<file path="config.mk">
export PLATFORM = sky130hd
export DESIGN_NAME = logical_arbiter
export DESIGN_NICKNAME = d
export VERILOG_FILES = /design/src/rtl/logical_arbiter.sv
export SDC_FILE = /design/constraint.sdc
export NUM_CORES = 1
export LEC_CHECK = 0
export CORE_AREA = 3 3 107 109
export CTS_CLUSTER_DIAMETER = 200
export DETAILED_ROUTE_END_ITERATION = 10
export DIE_AREA = 0 0 110 112
export HOLD_SLACK_MARGIN = 0.05
export PLACE_DENSITY_LB_ADDON = 0.15
export SKIP_CTS_REPAIR_TIMING = 1
export SYNTH_ARGS = -nofsm -noshare
export SYNTH_HDL_FRONTEND = slang
export SYNTH_SLANG_ARGS = --single-unit
</file>
<file path="constraint.sdc">
create_clock -name clk -period 2.6 [get_ports clk]
set_clock_uncertainty 0.15 [all_clocks]
set_input_delay 0.39 -clock clk [delete_from_list [all_inputs] [get_ports clk]]
set_output_delay 0.39 -clock clk [all_outputs]
set_load 0.005 [all_outputs]
</file>
<file path="src/rtl/logical_arbiter.sv">
// Round-robin arbiter sharing one registered bitwise logic unit (AND/OR/XOR/NOR)
// between two valid/ready requesters; results return tagged with the winner id.
module logical_arbiter #(
    parameter int unsigned N = 32
) (
    input  logic         clk,
    input  logic         reset_n,
    input  logic         in0_valid,
    output logic         in0_ready,
    input  logic [N-1:0] in0_a,
    input  logic [N-1:0] in0_b,
    input  logic [1:0]   in0_op,
    input  logic         in1_valid,
    output logic         in1_ready,
    input  logic [N-1:0] in1_a,
    input  logic [N-1:0] in1_b,
    input  logic [1:0]   in1_op,
    output logic         out_valid,
    input  logic         out_ready,
    output logic [N-1:0] out_r,
    output logic         out_id
);

    logic         out_valid_q, out_valid_d;
    logic [N-1:0] out_r_q, out_r_d;
    logic         out_id_q, out_id_d;
    logic         rr_ptr_q, rr_ptr_d;

    logic         slot_free;
    logic         gnt0, gnt1;
    logic [N-1:0] sel_a, sel_b;
    logic [1:0]   sel_op;
    logic [N-1:0] result;

    // Readies are gated by reset_n so nothing is accepted while reset is held.
    always_comb begin
        slot_free = !out_valid_q || out_ready;
        gnt0      = reset_n && slot_free && in0_valid && (!in1_valid || !rr_ptr_q);
        gnt1      = reset_n && slot_free && in1_valid && (!in0_valid || rr_ptr_q);
    end

    always_comb begin
        sel_a  = gnt1 ? in1_a  : in0_a;
        sel_b  = gnt1 ? in1_b  : in0_b;
        sel_op = gnt1 ? in1_op : in0_op;
        result = '0;
        unique case (sel_op)
            2'b00: result = sel_a & sel_b;
            2'b01: result = sel_a | sel_b;
            2'b10: result = sel_a ^ sel_b;
            2'b11: result = ~(sel_a | sel_b);
            default: result = '0;
        endcase
    end

    always_comb begin
        out_valid_d = out_valid_q;
        out_r_d     = out_r_q;
        out_id_d    = out_id_q;
        rr_ptr_d    = rr_ptr_q;
        if (gnt0 || gnt1) begin
            out_valid_d = 1'b1;
            out_r_d     = result;
            out_id_d    = gnt1;
            // Point at the requester that lost this round.
            rr_ptr_d    = gnt0;
        end else if (out_ready) begin
            out_valid_d = 1'b0;
        end
    end

    always_ff @(posedge clk or negedge reset_n) begin
        if (!reset_n) begin
            out_valid_q <= 1'b0;
            out_r_q     <= '0;
            out_id_q    <= 1'b0;
            rr_ptr_q    <= 1'b0;
        end else begin
            out_valid_q <= out_valid_d;
            out_r_q     <= out_r_d;
            out_id_q    <= out_id_d;
            rr_ptr_q    <= rr_ptr_d;
        end
    end

    assign in0_ready = gnt0;
    assign in1_ready = gnt1;
    assign out_valid = out_valid_q;
    assign out_r     = out_r_q;
    assign out_id    = out_id_q;

endmodule
</file>
Word-level counts from Yosys, hierarchy flattened
Index checks and enable logic that the tools add are counted.
{"block": "totals", "register_bits": 35, "latchBits": 0, "mem_bits_rw": 0, "romBits": 0, "in_bits": 137, "output_inout_bits": 36, "word_cells": 32, "n_memories": 0}
{"block": "op_classes", "n_addsub": 0, "mul": 0, "n_div": 0, "order_cmp": 0, "n_eq_ne": 3, "shifts": 0, "muxes": 6, "bitwise_logic": 4, "n_reduce_logical": 15}
{"cell": "32-bit one-hot mux with 4 select lines", "n": 1}
{"cell": "32-bit 2-to-1 mux", "n": 2}
{"cell": "32-bit bitwise AND", "n": 1}
{"cell": "32-bit NOT", "n": 1}
{"cell": "32-bit bitwise OR", "n": 1}
{"cell": "32-bit bitwise XOR", "n": 1}
{"cell": "1-bit logical AND", "n": 5}
{"cell": "2-bit == test, second input constant", "n": 2}
{"cell": "1-bit logical NOT", "n": 4}
{"cell": "1-bit logical OR", "n": 4}
{"cell": "2-bit by 1-bit == test with 1-bit output, second input constant", "n": 1}
{"cell": "2-bit logical NOT", "n": 1}
{"cell": "1-bit 2-to-1 mux", "n": 2}
{"cell": "2-bit 2-to-1 mux", "n": 1}
{"cell": "2-bit nonzero test", "n": 1}

Logic depth before layout (Yosys ltp)
{"block": "logic_depth", "ltp_word": 9, "mapped_depth": 14, "ltp_nobuf": 11}

Worst setup path before layout
No wires, ideal clock.
{"block": "synth_timing", "kind": "input -> register", "startpoint": "input port out_ready", "endpoint": "register out_r_q[17] (netlist: out_r[17])", "setup_ps": 82, "arrival_time_ps": 2186, "t_required_ps": 2368, "slack_ps": 182, "cell_stages": 14, "path_buffers": 3, "path_cell_list": "nand2b_1 o2111ai_2 buf_6 inv_2 buf_2 buf_2 nand2_1 nand2_1 inv_1 ha_1 nand2b_1 mux2i_1 o221ai_1 a31oi_1"}
{"block": "synth_via", "elab_chain_len": 8, "word_cells_on_any_way": 19, "classes_between": "eq/ne (3); mux (4); bitwise (4); reduce/logical (8)"}
{"item": "start, declared", "line_no": "19", "rtl": "input logic out_ready,"}
{"item": "1-bit logical OR (*)", "line_no": "37", "rtl": "slot_free = !out_valid_q || out_ready;"}
{"item": "1-bit logical AND (*) (3 in a row)", "line_no": "39", "rtl": "gnt1 = reset_n && slot_free && in1_valid && (!in0_valid || rr_ptr_q);"}
{"item": "via in1_ready", "line_no": "14", "rtl": "output logic in1_ready,"}
{"item": "32-bit 2-to-1 mux, on equally long branches", "line_no": "43, 44"}
{"item": "32-bit bitwise OR", "line_no": "49, 51"}
{"item": "32-bit NOT", "line_no": "51", "rtl": "2'b11: result = ~(sel_a | sel_b);"}
{"item": "32-bit one-hot mux with 4 select lines", "line_no": "47", "rtl": "unique case (sel_op)"}
{"item": "end signal, assigned", "line_no": "80", "rtl": "out_r_q <= out_r_d;"}
{"item": "end, declared", "line_no": "25", "rtl": "logic [N-1:0] out_r_q, out_r_d;"}
The timed path passes the listed nets; every way through them passes the cells marked *.
A chain may end at the register's enable or synchronous reset.

Worst setup path in the final report
{"block": "layout_timing", "startpoint": "register rr_ptr_q", "endpoint": "register out_r_q[24] (netlist: out_r[24])"}
{"block": "layout_via", "elab_chain_len": 6, "word_cells_on_any_way": 18, "classes_between": "eq/ne (3); mux (4); bitwise (4); reduce/logical (7)"}
{"item": "start, declared", "line_no": "27", "rtl": "logic rr_ptr_q, rr_ptr_d;"}
{"item": "start signal, assigned", "line_no": "82", "rtl": "rr_ptr_q <= rr_ptr_d;"}
{"item": "1-bit logical OR", "line_no": "39"}
{"item": "1-bit logical AND", "line_no": "39"}
{"item": "32-bit 2-to-1 mux, on equally long branches", "line_no": "43, 44"}
{"item": "32-bit bitwise OR", "line_no": "49, 51"}
{"item": "32-bit NOT", "line_no": "51"}
{"item": "32-bit one-hot mux with 4 select lines", "line_no": "47"}
Parallel ways exist; a longest one is shown, timed or not.

==> results.yml <==
yosys:
  yosysSeqAreaShare: 0.176
  syn_avg_cell_area_um2: 7.34
  synth_top_area_cell: "sky130_fd_sc_hd__mux2i_1"
  synth_top_cells_by_count: "136 x sky130_fd_sc_hd__nand2_1, 98 x sky130_fd_sc_hd__nor2_1, 96 x sky130_fd_sc_hd__mux2i_1"
  ys_async_sr_fraction: 1.00
  yosysMostFrequentCell: "sky130_fd_sc_hd__nand2_1"
  syn-instance-count: 678
  synth_top_cell_area_share: 0.193
  synth_ff_type: "sky130_fd_sc_hd__dfrtp_1"
  post_synthesis_cell_area_um2: 4980
  ys_warn_count: 0
  dominant_cells_by_area_after_synthesis: "sky130_fd_sc_hd__mux2i_1 19%, sky130_fd_sc_hd__dfrtp_1 18%, sky130_fd_sc_hd__ha_1 16%"
  syn-num-nets: 879
  synth-edff-count: 0
  synth_cell_types: 19
  synth-seq-cells: 35
critical_path:
  reg2reg_to: "out_r[24]$_DFFE_PN0P_"
  worstSetupEndpointType: "register"
  timing.critical_path.required_ns: 2.66
  rrSetupSlack_ns: 0.07
  ff2ff_path_depth: 10
  rr_startpoint: "rr_ptr_q$_DFFE_PN0P_"
  cp-start-kind: "register"
  cp-endpoint: "out_r[24]$_DFFE_PN0P_"
  cp_slowest_stage_delay_ns: 0.44
  worstPathMaxFanout: 7
  criticalPathCategory: "register to register"
  worstPathArrival_ns: 2.59
  worstSetupStartpoint: "rr_ptr_q$_DFFE_PN0P_"
  critPathSlowestCell: "sky130_fd_sc_hd__dfrtp_1"
  path_cells: "o2111ai_4 -> buf_12 -> buf_16 -> mux2i_2 -> inv_1 -> ha_4 -> nor2_1 -> mux2i_1 -> o221ai_1 -> a31oi_1"
cts:
  htreeDepth: 2
  max-clock-path-buffers: 2
  worstSkewPairLatency_ns: 0.29
  cts_sinks: 35
  cts_inserted_buffers: 5
  clock_tree_from_tritoncts: "done"
  clock-root-buffer: "sky130_fd_sc_hd__clkbuf_8"
  cts.reportedPaths.clkPinSlew_ns: 0.08
cells_and_area:
  area.sequential_um2: 876
  multiInputGateArea_um2: 3800
  postLayoutCoreUtil: 0.724
  num-fill-cells: 837
  share_of_layout_cells_above_drive_strength_1: 0.138
  area.growth.synth_to_final_pct: 55.6
  design.final.nets: 1096
drt:
  num_vias: 5419
  detail_route.vias_per_cell: 5.23
  drtPass1Iterations: 5
  highest_layer: "met4"
  wl_met2_mm: 8.47
  drt-initial-drc-count: 258
  antenna_violating_nets_post_route: 0
  met1Wirelength_mm: 6.27
  total_wire_length_after_detailed_routing_mm: 15.7
  met3RoutedLength_um: 750
  routedWlPerCell_um: 15.1
  drt_drc_violations_left: 0
placement:
  globalplace.congestion: 0.749
  place_hpwl_mm: 11.1
  io_buffers: 172
  worst_setup_timing_slack_at_the_placement_stage_ns: -0.408
global_route:
  globalRoute.totalOverflow: 0
  first_global_vias: 5513
  antenna_violations_before_repair: 0
  wire_length_of_the_first_global_routing_pass_mm: 24.0
  maximum_number_of_pins_on_one_net_before_global_route_repair: 65
  total_global_routing_track_utilization: 0.236
timing:
  slew_headroom: 0.646
  hold-worst-slack_ns: 0.108
  final.setup.worst_slack_ns: 0.0717
  post-route-min-period_ns: 2.53
  slew_violations: 0
  post-route-period-util: 0.972
  timing.final.hold_violations: 0
  final_setup_violations: 0
  worst_slew_pin_slew_ns: 0.531
  max_frequency_mhz: 396
flow_run:
  timing.max_cap.violations: 0
power:
  power_density_nw_per_um2: 450
  ir_worst_vdd_mv: 0.269
  static-leakage-power_nw: 3.72
die:
  pin_count: 173
  dieArea_um2: 12300
  starting_utilization_of_the_core_area: 0.465
  core_area_um2: 10700
  die-height_um: 112
  die_w_um: 110
  cell_row_count: 38
run_status:
  status: "complete, no violations"
hold_path:
  timing.hold.worst.class: "input pin to asynchronous set/reset pin"
## cells in the final DEF, fill, tap and decap left out
cell type | Yosys | routed
sky130_fd_sc_hd__clkdlybuf4s50_1 | 0 | 166
sky130_fd_sc_hd__nand2_1 | 136 | 132
sky130_fd_sc_hd__nor2_1 | 98 | 98
sky130_fd_sc_hd__mux2i_1 | 96 | 85
sky130_fd_sc_hd__buf_4 | 9 | 70
sky130_fd_sc_hd__inv_1 | 66 | 66
sky130_fd_sc_hd__nand2b_1 | 65 | 64
sky130_fd_sc_hd__ha_1 | 64 | 56
sky130_fd_sc_hd__dfrtp_1 | 35 | 35
sky130_fd_sc_hd__o221ai_1 | 32 | 32
sky130_fd_sc_hd__a31oi_1 | 32 | 32
sky130_fd_sc_hd__buf_12 | 0 | 8
sky130_fd_sc_hd__ha_4 | 0 | 7
sky130_fd_sc_hd__clkbuf_8 | 0 | 7
sky130_fd_sc_hd__mux2i_2 | 0 | 6
sky130_fd_sc_hd__mux2i_4 | 0 | 5
sky130_fd_sc_hd__nand2_2 | 0 | 4
sky130_fd_sc_hd__clkbuf_16 | 0 | 3
sky130_fd_sc_hd__buf_6 | 3 | 3
sky130_fd_sc_hd__buf_2 | 19 | 3
sky130_fd_sc_hd__dlymetal6s2s_1 | 0 | 3
sky130_fd_sc_hd__mux2_4 | 2 | 2
sky130_fd_sc_hd__diode_2 | 0 | 1
sky130_fd_sc_hd__nand2b_4 | 0 | 1
sky130_fd_sc_hd__o2111ai_4 | 0 | 1
sky130_fd_sc_hd__inv_8 | 0 | 1
sky130_fd_sc_hd__nand4_1 | 1 | 1
sky130_fd_sc_hd__mux2_2 | 1 | 1
sky130_fd_sc_hd__nand3_1 | 1 | 1
sky130_fd_sc_hd__ha_2 | 0 | 1
sky130_fd_sc_hd__clkbuf_1 | 16 | 1
sky130_fd_sc_hd__buf_16 | 0 | 1
## metrics by stage
step / TNS (ns) / total power, mW / std cells / cell area (µm²)
after CTS: -0.989 / 3.38 / 1024 / 7370
after floorplan: 0 / 1.85 / 678 / 4980
after detailed placement: -10.21 / 2.90 / 1016 / 7270
final: 0 / 3.48 / 1037 / 7750
after global routing: -0.148 / 3.74 / 1036 / 7740
after global placement: -7.08 / 2.81 / 1016 / 7270
## cell type report
class	instances	share of cell area
Sequential cell	35	0.113
Clock buffer	8	0.0129
Timing Repair Buffer	257	0.327
Multi-Input combinational cell	529	0.490
Inverter	67	0.0334
Tap cell	140	0.0226
Antenna cell	1	0.000323
## registers in the layout (all words and copies together) (netlist names)
name       cells
out_valid      1
rr_ptr_q       1
out_id         1
out_r         32
## kinds of logic after synthesis
kind of cell | count (synthesis) | synth area share
flip-flops | 35 | 0.176
AO/OA/AOI/OAI | 65 | 0.0995
AND/OR/NAND/NOR | 301 | 0.260
multiplexers | 99 | 0.201
buffers and inverters | 114 | 0.102
adder cells (fa/ha/maj) | 64 | 0.161
## how the worst min path moves through the flow
stage                             startpoint               endpoint  cells after the start
after floorplan                      reset_n     out_id$_DFFE_PN0P_                      0
after global placement    out_id$_DFFE_PN0P_     out_id$_DFFE_PN0P_                      2
after detailed placement  out_id$_DFFE_PN0P_     out_id$_DFFE_PN0P_                      2
after CTS                            reset_n  out_r[20]$_DFFE_PN0P_                      2
after global routing                 reset_n  out_r[21]$_DFFE_PN0P_                      2
final                                reset_n  out_r[20]$_DFFE_PN0P_                      2
## worst max-delay path, delay by kind of cell (launching register included)
family,cells,cell delay [ns]
compound gates,3,0.63
simple gates,1,0.04
flops,1,0.44
fa+ha+maj,1,0.28
buf+inv,3,0.47
mux,2,0.43
## report_power, final
group	switching (mW)	leakage, nW	internal [mW]
registers	0.127	0.389	0.749
logic	0.915	3.28	1.22
clock network	0.227	0.0515	0.243
total	1.27	3.72	2.22
## routing by layer
metal,track usage,up-vias
li1,-,2670
met1,0.270,2573
met2,0.451,159
met3,0.0255,17
met4,0.0640,0
met5,0,-
Power figures use the tool's default switching activity.
